File: config.mk
export PLATFORM = sky130hd
export DESIGN_NAME = booth_pp_accumulator_flat
export DESIGN_NICKNAME = d
export VERILOG_FILES = /design/src/rtl/booth_pp_accumulator_if.sv /design/src/rtl/booth_pp_accumulator.sv /design/src/flat_wrapper.sv
export SDC_FILE = /design/constraint.sdc
export NUM_CORES = 1
export LEC_CHECK = 0
export CORE_MARGIN = 1.5
export CORE_UTILIZATION = 50
export DETAILED_ROUTE_END_ITERATION = 8
export PLACE_DENSITY = 0.77
export SYNTH_ARGS = -nofsm -noshare
export SYNTH_HDL_FRONTEND = slang
export SYNTH_SLANG_ARGS = --single-unit
File: constraint.sdc
create_clock -name clk -period 3.4 [get_ports clk]
set_input_delay 0.51 -clock clk [delete_from_list [all_inputs] [get_ports clk]]
set_output_delay 0.51 -clock clk [all_outputs]
set_load 0.01 [all_outputs]
File: src/rtl/booth_pp_accumulator_if.sv
// Partial-product stream in, signed product out, plus flush and debug group index.
// The slave modport is the accumulator's view; the master modport is the producer/consumer side.
interface booth_pp_accumulator_if #(
  parameter int N = 4
);
  localparam int G  = N / 2;
  localparam int GW = $clog2(G) + 1;

  logic              flush;
  logic              pp_valid;
  logic              pp_ready;
  logic [N+1:0]      pp;
  logic              out_valid;
  logic              out_ready;
  logic [2*N-1:0]    product;
  logic [GW-1:0]     group_idx;

  modport slave (
    input  flush, pp_valid, pp, out_ready,
    output pp_ready, out_valid, product, group_idx
  );

  modport master (
    output flush, pp_valid, pp, out_ready,
    input  pp_ready, out_valid, product, group_idx
  );
endinterface

File: src/rtl/booth_pp_accumulator.sv
// Reduces a radix-4 Booth partial-product stream (LSB group first) to a signed 2N-bit product.
// Latency: out_valid rises on the edge accepting the last group; one product per G+1 cycles at best.
// Backpressure: pp_ready is low while a finished product waits on out_ready.
module booth_pp_accumulator #(
  parameter int N = 4
) (
  input  logic                  clk,
  input  logic                  rst_n,
  booth_pp_accumulator_if.slave bus
);
  localparam int G  = N / 2;
  localparam int GW = $clog2(G) + 1;
  localparam int W  = 2 * N;

  typedef enum logic [1:0] {IDLE, ACC, DONE} state_t;

  state_t         state;
  logic [W-1:0]   acc;
  logic [GW-1:0]  gidx;
  logic [W-1:0]   pp_ext;
  logic [W-1:0]   acc_sum;
  logic           xfer;

  assign xfer    = bus.pp_valid && bus.pp_ready;
  assign pp_ext  = {{(W-N-2){bus.pp[N+1]}}, bus.pp};
  // Group i carries weight 4^i, i.e. a left shift by 2*i.
  assign acc_sum = acc + (pp_ext << {gidx, 1'b0});

  assign bus.group_idx = gidx;

  always_ff @(posedge clk or negedge rst_n) begin
    if (!rst_n) begin
      state         <= IDLE;
      acc           <= '0;
      gidx          <= '0;
      bus.product   <= '0;
      bus.out_valid <= 1'b0;
      bus.pp_ready  <= 1'b0;
    end else if (bus.flush) begin
      state         <= IDLE;
      acc           <= '0;
      gidx          <= '0;
      bus.out_valid <= 1'b0;
      bus.pp_ready  <= 1'b1;
    end else begin
      case (state)
        IDLE: begin
          bus.pp_ready <= 1'b1;
          if (xfer) begin
            acc   <= pp_ext;
            gidx  <= GW'(1);
            state <= ACC;
          end
        end
        ACC: begin
          bus.pp_ready <= 1'b1;
          if (xfer) begin
            acc  <= acc_sum;
            gidx <= gidx + GW'(1);
            if (gidx == GW'(G - 1)) begin
              bus.product   <= acc_sum;
              bus.out_valid <= 1'b1;
              bus.pp_ready  <= 1'b0;
              state         <= DONE;
            end
          end
        end
        DONE: begin
          if (bus.out_valid && bus.out_ready) begin
            bus.out_valid <= 1'b0;
            bus.pp_ready  <= 1'b1;
            acc           <= '0;
            gidx          <= '0;
            state         <= IDLE;
          end
        end
        default: begin
          state        <= IDLE;
          acc          <= '0;
          gidx         <= '0;
          bus.pp_ready <= 1'b1;
        end
      endcase
    end
  end
endmodule

File: src/flat_wrapper.sv
// flat-port wrapper written by rule: the top's interface ports become plain ports
module booth_pp_accumulator_flat 
#(
  parameter int N = 4
)
  (clk, rst_n, bus_flush, bus_pp_valid, bus_pp, bus_out_ready, bus_pp_ready, bus_out_valid, bus_product, bus_group_idx);
  booth_pp_accumulator_if #(.N(N)) bus_i ();
  input  logic clk;
  input  logic rst_n;
  input wire logic [$bits(bus_i.flush)-1:0] bus_flush;
  input wire logic [$bits(bus_i.pp_valid)-1:0] bus_pp_valid;
  input wire logic [$bits(bus_i.pp)-1:0] bus_pp;
  input wire logic [$bits(bus_i.out_ready)-1:0] bus_out_ready;
  output wire logic [$bits(bus_i.pp_ready)-1:0] bus_pp_ready;
  output wire logic [$bits(bus_i.out_valid)-1:0] bus_out_valid;
  output wire logic [$bits(bus_i.product)-1:0] bus_product;
  output wire logic [$bits(bus_i.group_idx)-1:0] bus_group_idx;
  assign bus_i.flush = bus_flush;
  assign bus_i.pp_valid = bus_pp_valid;
  assign bus_i.pp = bus_pp;
  assign bus_i.out_ready = bus_out_ready;
  assign bus_pp_ready = bus_i.pp_ready;
  assign bus_out_valid = bus_i.out_valid;
  assign bus_product = bus_i.product;
  assign bus_group_idx = bus_i.group_idx;
  booth_pp_accumulator #(.N(N)) u_core (.clk(clk), .rst_n(rst_n), .bus(bus_i));
endmodule
* Word level (Yosys, flattened, before mapping)
Cells that the tools add are included.
** Storage, ports and cells
- Output and inout port bits :: 12
- Flip-flop bits (word level) :: 22
- Bits of input ports :: 11
** Cells by class
- Reductions and logical operators :: 8
- Bitwise logic cells :: 1
- Muxes and demuxes :: 24
- Add/subtract/negate cells :: 2
- Equal/unequal tests :: 7
- Shifts and indexed selects :: 1
** Operator list (count)
- $mux W8 :: 4
- $pmux W8 S3 :: 1
- $mux W2 :: 7
- $ne A3 B2 Y1 const B :: 4
- $pmux W2 S3 :: 2
- $reduce_and A4 Y1 :: 3
- $add A8 B8 Y8 :: 1
- $mux W1 :: 8
- $shl A8 B3 Y8 :: 1
- $eq A2 B1 Y1 const B :: 2
- $pmux W1 S2 :: 2
- $reduce_and A3 Y1 :: 1
- $reduce_bool A3 Y1 :: 1
- $add A2 B1 Y2 const B :: 1
- $eq A2 B2 Y1 const B :: 1
- $logic_and A1 B1 Y1 :: 2
- $logic_not A2 Y1 :: 1
- $not A1 Y1 :: 1

* Longest topological paths before layout
- Depth in word-level cells :: 5
- Depth in mapped cells :: 12

* Least setup slack after synthesis
Ideal clock, no wire load.
- Kind :: reg2reg
- From :: register u_core.gidx[0], in the netlist u_core.bus.group_idx[0]
- To :: register u_core.acc[6]
- Path slack :: 934 ps
- Arrival :: 2340 ps
- Library setup time :: 126 ps
- Clock period less this slack :: 2466 ps
- Data required time :: 3274 ps
- Cell stages (with the launch flop) :: 13
- Path buffers :: 1
- Cell sequence :: dfrtp_1 clkbuf_1 nor2_1 and2_1 ha_1 inv_1 fa_1 nor2b_4 nor3_2 o21bai_1 a21oi_1 xnor2_1 a221o_1
** Between the ends
- Word-level cells in the longest chain between the ends :: 5
** Ends and longest elaborated chain
- start: declaration :: line booth_pp_accumulator.sv:19 : logic [GW-1:0] gidx;
- start signal: assignment :: line booth_pp_accumulator.sv:59 : gidx <= gidx + GW'(1);
- $shl A8 B3 Y8 :: line booth_pp_accumulator.sv:27 : assign acc_sum = acc + (pp_ext << {gidx, 1'b0});
- $add A8 B8 Y8 :: line booth_pp_accumulator.sv:27
- $mux W8 :: line booth_pp_accumulator.sv:57 : if (xfer) begin
- $pmux W8 S3 :: line booth_pp_accumulator.sv:46 : case (state)
- $mux W8 :: line booth_pp_accumulator.sv:39 : end else if (bus.flush) begin
- end signal: assignment :: line booth_pp_accumulator.sv:50 : acc <= pp_ext;
- end signal: assignment :: line booth_pp_accumulator.sv:58 : acc <= acc_sum;
- end: declaration :: line booth_pp_accumulator.sv:18 : logic [W-1:0] acc;
No other way between the ends. The select of a mux whose other input is x is not followed.
A chain may end at the register's enable or synchronous reset.

* Worst setup path in the final report
Same ends and word-level chain as after synthesis.

==> key figures <==
Placed design
  – DPL Wire Length: between 2000 and 2500 um
  – Placement Setup Slack: roughly 0.52 ns
  – GP Congestion: approximately 0.83
  – IO Port Bufs: 22

Layout
  – Area Growth Syn to Fin: 19.1%
  – Diodes inserted: 0
  – Layout Utilization: about 65%
  – Fraction of layout instances using a drive strength above 1: 9.04%
  – Nets: 187

Power
  – Clk network pwr share: between 15 and 20%
  – Worst-case vdd ir drop: 0.439 mV
  – Switching portion of total power: about a third
  – Power Dens Cells: 551 nW/um^2
  – Leakage: around 0.74 nW
  – Cell internal pwr: 0.599 mW
  – Psw: 0.307 mW
  – Gate power share: about two fifths
  – Seq pwr share: approximately 42%

GRT
  – Met3 usage: 4.22%
  – Initial antenna violation count: 0
  – Met2 layer usage reported by global route: approximately a third
  – Grt ovf: 0
  – M1 GR Usage: between 20 and 30%
  – First-pass GRT wire length: around 5200 um
  – Number of global-route vias before repair: around 1,100
  – Largest net degree at the start of global routing: 23
  – Busiest grt layer: met2
  – Total track usage: between 20% and 30%

Logic synthesis
  – Yosys warns: 0
  – Area fraction of the dominant cell type after synthesis: between 30% and 40%
  – Post-synth top cells: 22 x dfrtp_1, 20 x nand2_1, 13 x nor2_1, 10 x o21ai_0, 9 x a21oi_1
  – Sequential area share after synthesis: around 40%
  – Syn Area/Cell: ~9.5 sq um
  – Asr flop ratio synth: between 90% and 100%
  – Total nets after synthesis: about 170
  – Synth Instances: 145
  – Area leader, netlist: dfrtp_1
  – Main synth FF type: dfrtp_1
  – Synth cell types: a little over 40
  – Most common cell in the netlist: dfrtp_1
  – Synth Register Bits: 22
  – Synthesized cell area: about 1400 sq um
  – Synth area leaders: dfrtp_1 40%, ha_1 7.3%, nand2_1 5.4%
  – EDFF count, synth: 0

STA
  – Slew @ Worst Pin: 0.970 ns
  – # setup viols final: 0
  – Final Critical Period: ~2.6 ns
  – Total negative slack: 0 ns
  – Max-slew violations: 0
  – Period utilization: 77.6%
  – Unrepaired setup endpoints after global routing: no
  – Setup Skew: ~0.009 ns
  – Max_slew headroom: a little over a third
  – Setup ws final: 0.761 ns
  – Maximum clock rate: around 380 MHz
  – Fin. Hold Viols: 0

Min path
  – Hold path start: u_core.bus.product[1]
  – Hold Crit Class: register to register
  – Sink of the worst hold path: u_core.bus.product[1]
  – Hold Crit Depth: 2

Clocking
  – Clk pin slew, worst setup/hold paths: between 0.1 and 0.15 ns
  – Clk buf depth: 2
  – Post-CTS Hold Buffers: 0
  – Post-CTS sizing: 0
  – CTS Buf Count: 3
  – Post-CTS setup buffer count: 0
  – CTS tree: built
  – H-tree depth: 1
  – Worst-Skew Late Latency: 0.32 ns
  – CTS root buffer: clkbuf_4
  – Clock sinks: 22

Status
  – Run status: finished clean

Floorplan
  – Rows: 18
  – Core ar.: around 2500 sq um
  – Initial Utilization: a little over half
  – Die area: between 3000 and 4000 sq um
  – Ports: 23
  – Die Y: 55.5 um
  – Die W: around 56 um

Worst setup path
  – Crit path launch type: register
  – FF-to-FF setup slack: roughly 0.76 ns
  – Worst R2R End: u_core.acc[6]
  – Worst Path Arrival: about 2.9 ns
  – RR Startpoint: u_core.bus.group_idx[0]
  – Required @ worst endpoint: ~3.6 ns
  – CP Max Fanout: 13
  – CP Capture Type: register
  – Reg2Reg Depth: 11
  – WS Path Type: register to register

Detailed routing
  – Drt via density: between 5 and 6
  – Post-detailed-route DRC marker count: 0
  – Detailed Route WL: 2990 um
  – Detailed Routing Iterations Pass 1: 4
  – Initial DRC Count: 31
  – Wire per inst: 15.3 um
  – Final ANT Viol Nets: 0
  – DR vias: between 1,000 and 1,500

Flow run
  – Max Cap Viol: 0
flip-flops by register name, indices dropped and copies added, names as in the netlist:
| name | cells |
|---|---|
| u_core.state | 2 |
| u_core.bus.product | 8 |
| u_core.bus.out_valid | 1 |
| u_core.acc | 8 |
| u_core.bus.pp_ready | 1 |
| u_core.bus.group_idx | 2 |
worst max-delay path by stage:
stage	start	to	slack, ns	cells after the start
3_3_place_gp	bus_pp[0]	u_core.acc[6]	0.60	11
2_1_floorplan	u_core.bus.group_idx[0]	u_core.acc[6]	0.93	12
6_report	u_core.bus.group_idx[0]	u_core.acc[6]	0.76	11
4_1_cts	u_core.bus.group_idx[0]	u_core.acc[6]	0.77	11
3_5_place_dp	bus_pp[0]	u_core.acc[6]	0.52	11
5_1_grt	u_core.bus.group_idx[0]	u_core.acc[6]	0.51	11
through the flow:
step	instances	instance area, sq um	power (mW)	hold WS, ns
after global placement	192	1610	0.753	0.464
after detailed placement	192	1610	0.763	0.475
final	196	1640	0.905	0.501
after CTS	196	1640	0.913	0.506
after global routing	196	1640	0.972	0.536
after floorplan	145	1380	0.600	0.214
cells by family after synthesis:
kind of cell	synth area share [%]
muxes	9.43
DFF	39.9
xor gates and xnor gates	3.81
adders and majority gates	8.70
and+or+nand+nor	16.8
buffers and inverters	3.81
AOI/OAI and AO/OA	17.6
power by group through the flow:
stage	Clock, mW	Combinational [mW]	Sequential (mW)
global route	0.166	0.419	0.387
floorplan	0	0.212	0.389
finish	0.149	0.381	0.376
CTS	0.153	0.384	0.376
detailed placement	0	0.382	0.381
global placement	0	0.375	0.378
cell type report:
type | count | area, sq um
clock buffers | 4 | 36.3
fillers | 221 | 901
inverters | 6 | 22.5
multi-input cells | 112 | 777
flip-flops and latches | 22 | 551
well taps | 30 | 37.5
repair buffers | 22 | 220
critical path, cell delays in order, from the launching register on:
cell and delay (ns):
dfrtp_1 0.58, nor2_1 0.22, and2_1 0.15, ha_1 0.19, inv_1 0.07, fa_1 0.44
nor2b_4 0.15, nor3_2 0.05, o21bai_1 0.16, a21oi_1 0.10, xnor2_1 0.15, a221o_1 0.29
routing by layer:
layer  vias up  wire length, um
li1        550                -
met1       555             1410
met2        17             1450
met3         7               86
met4         0               50
met5         -                0
cells in the final DEF, fill, tap and decap left out, types with 4 or more instances in the layout:
master	Yosys	layout
mux2i_1	7	7
inv_1	6	6
dfrtp_1	22	22
clkdlybuf4s50_1	0	22
ha_1	8	8
nand2_1	20	20
mux2_2	4	4
o21ai_0	10	10
nor2_1	13	13
a21oi_1	9	9
Note: power is estimated with default switching activity, not from simulation.
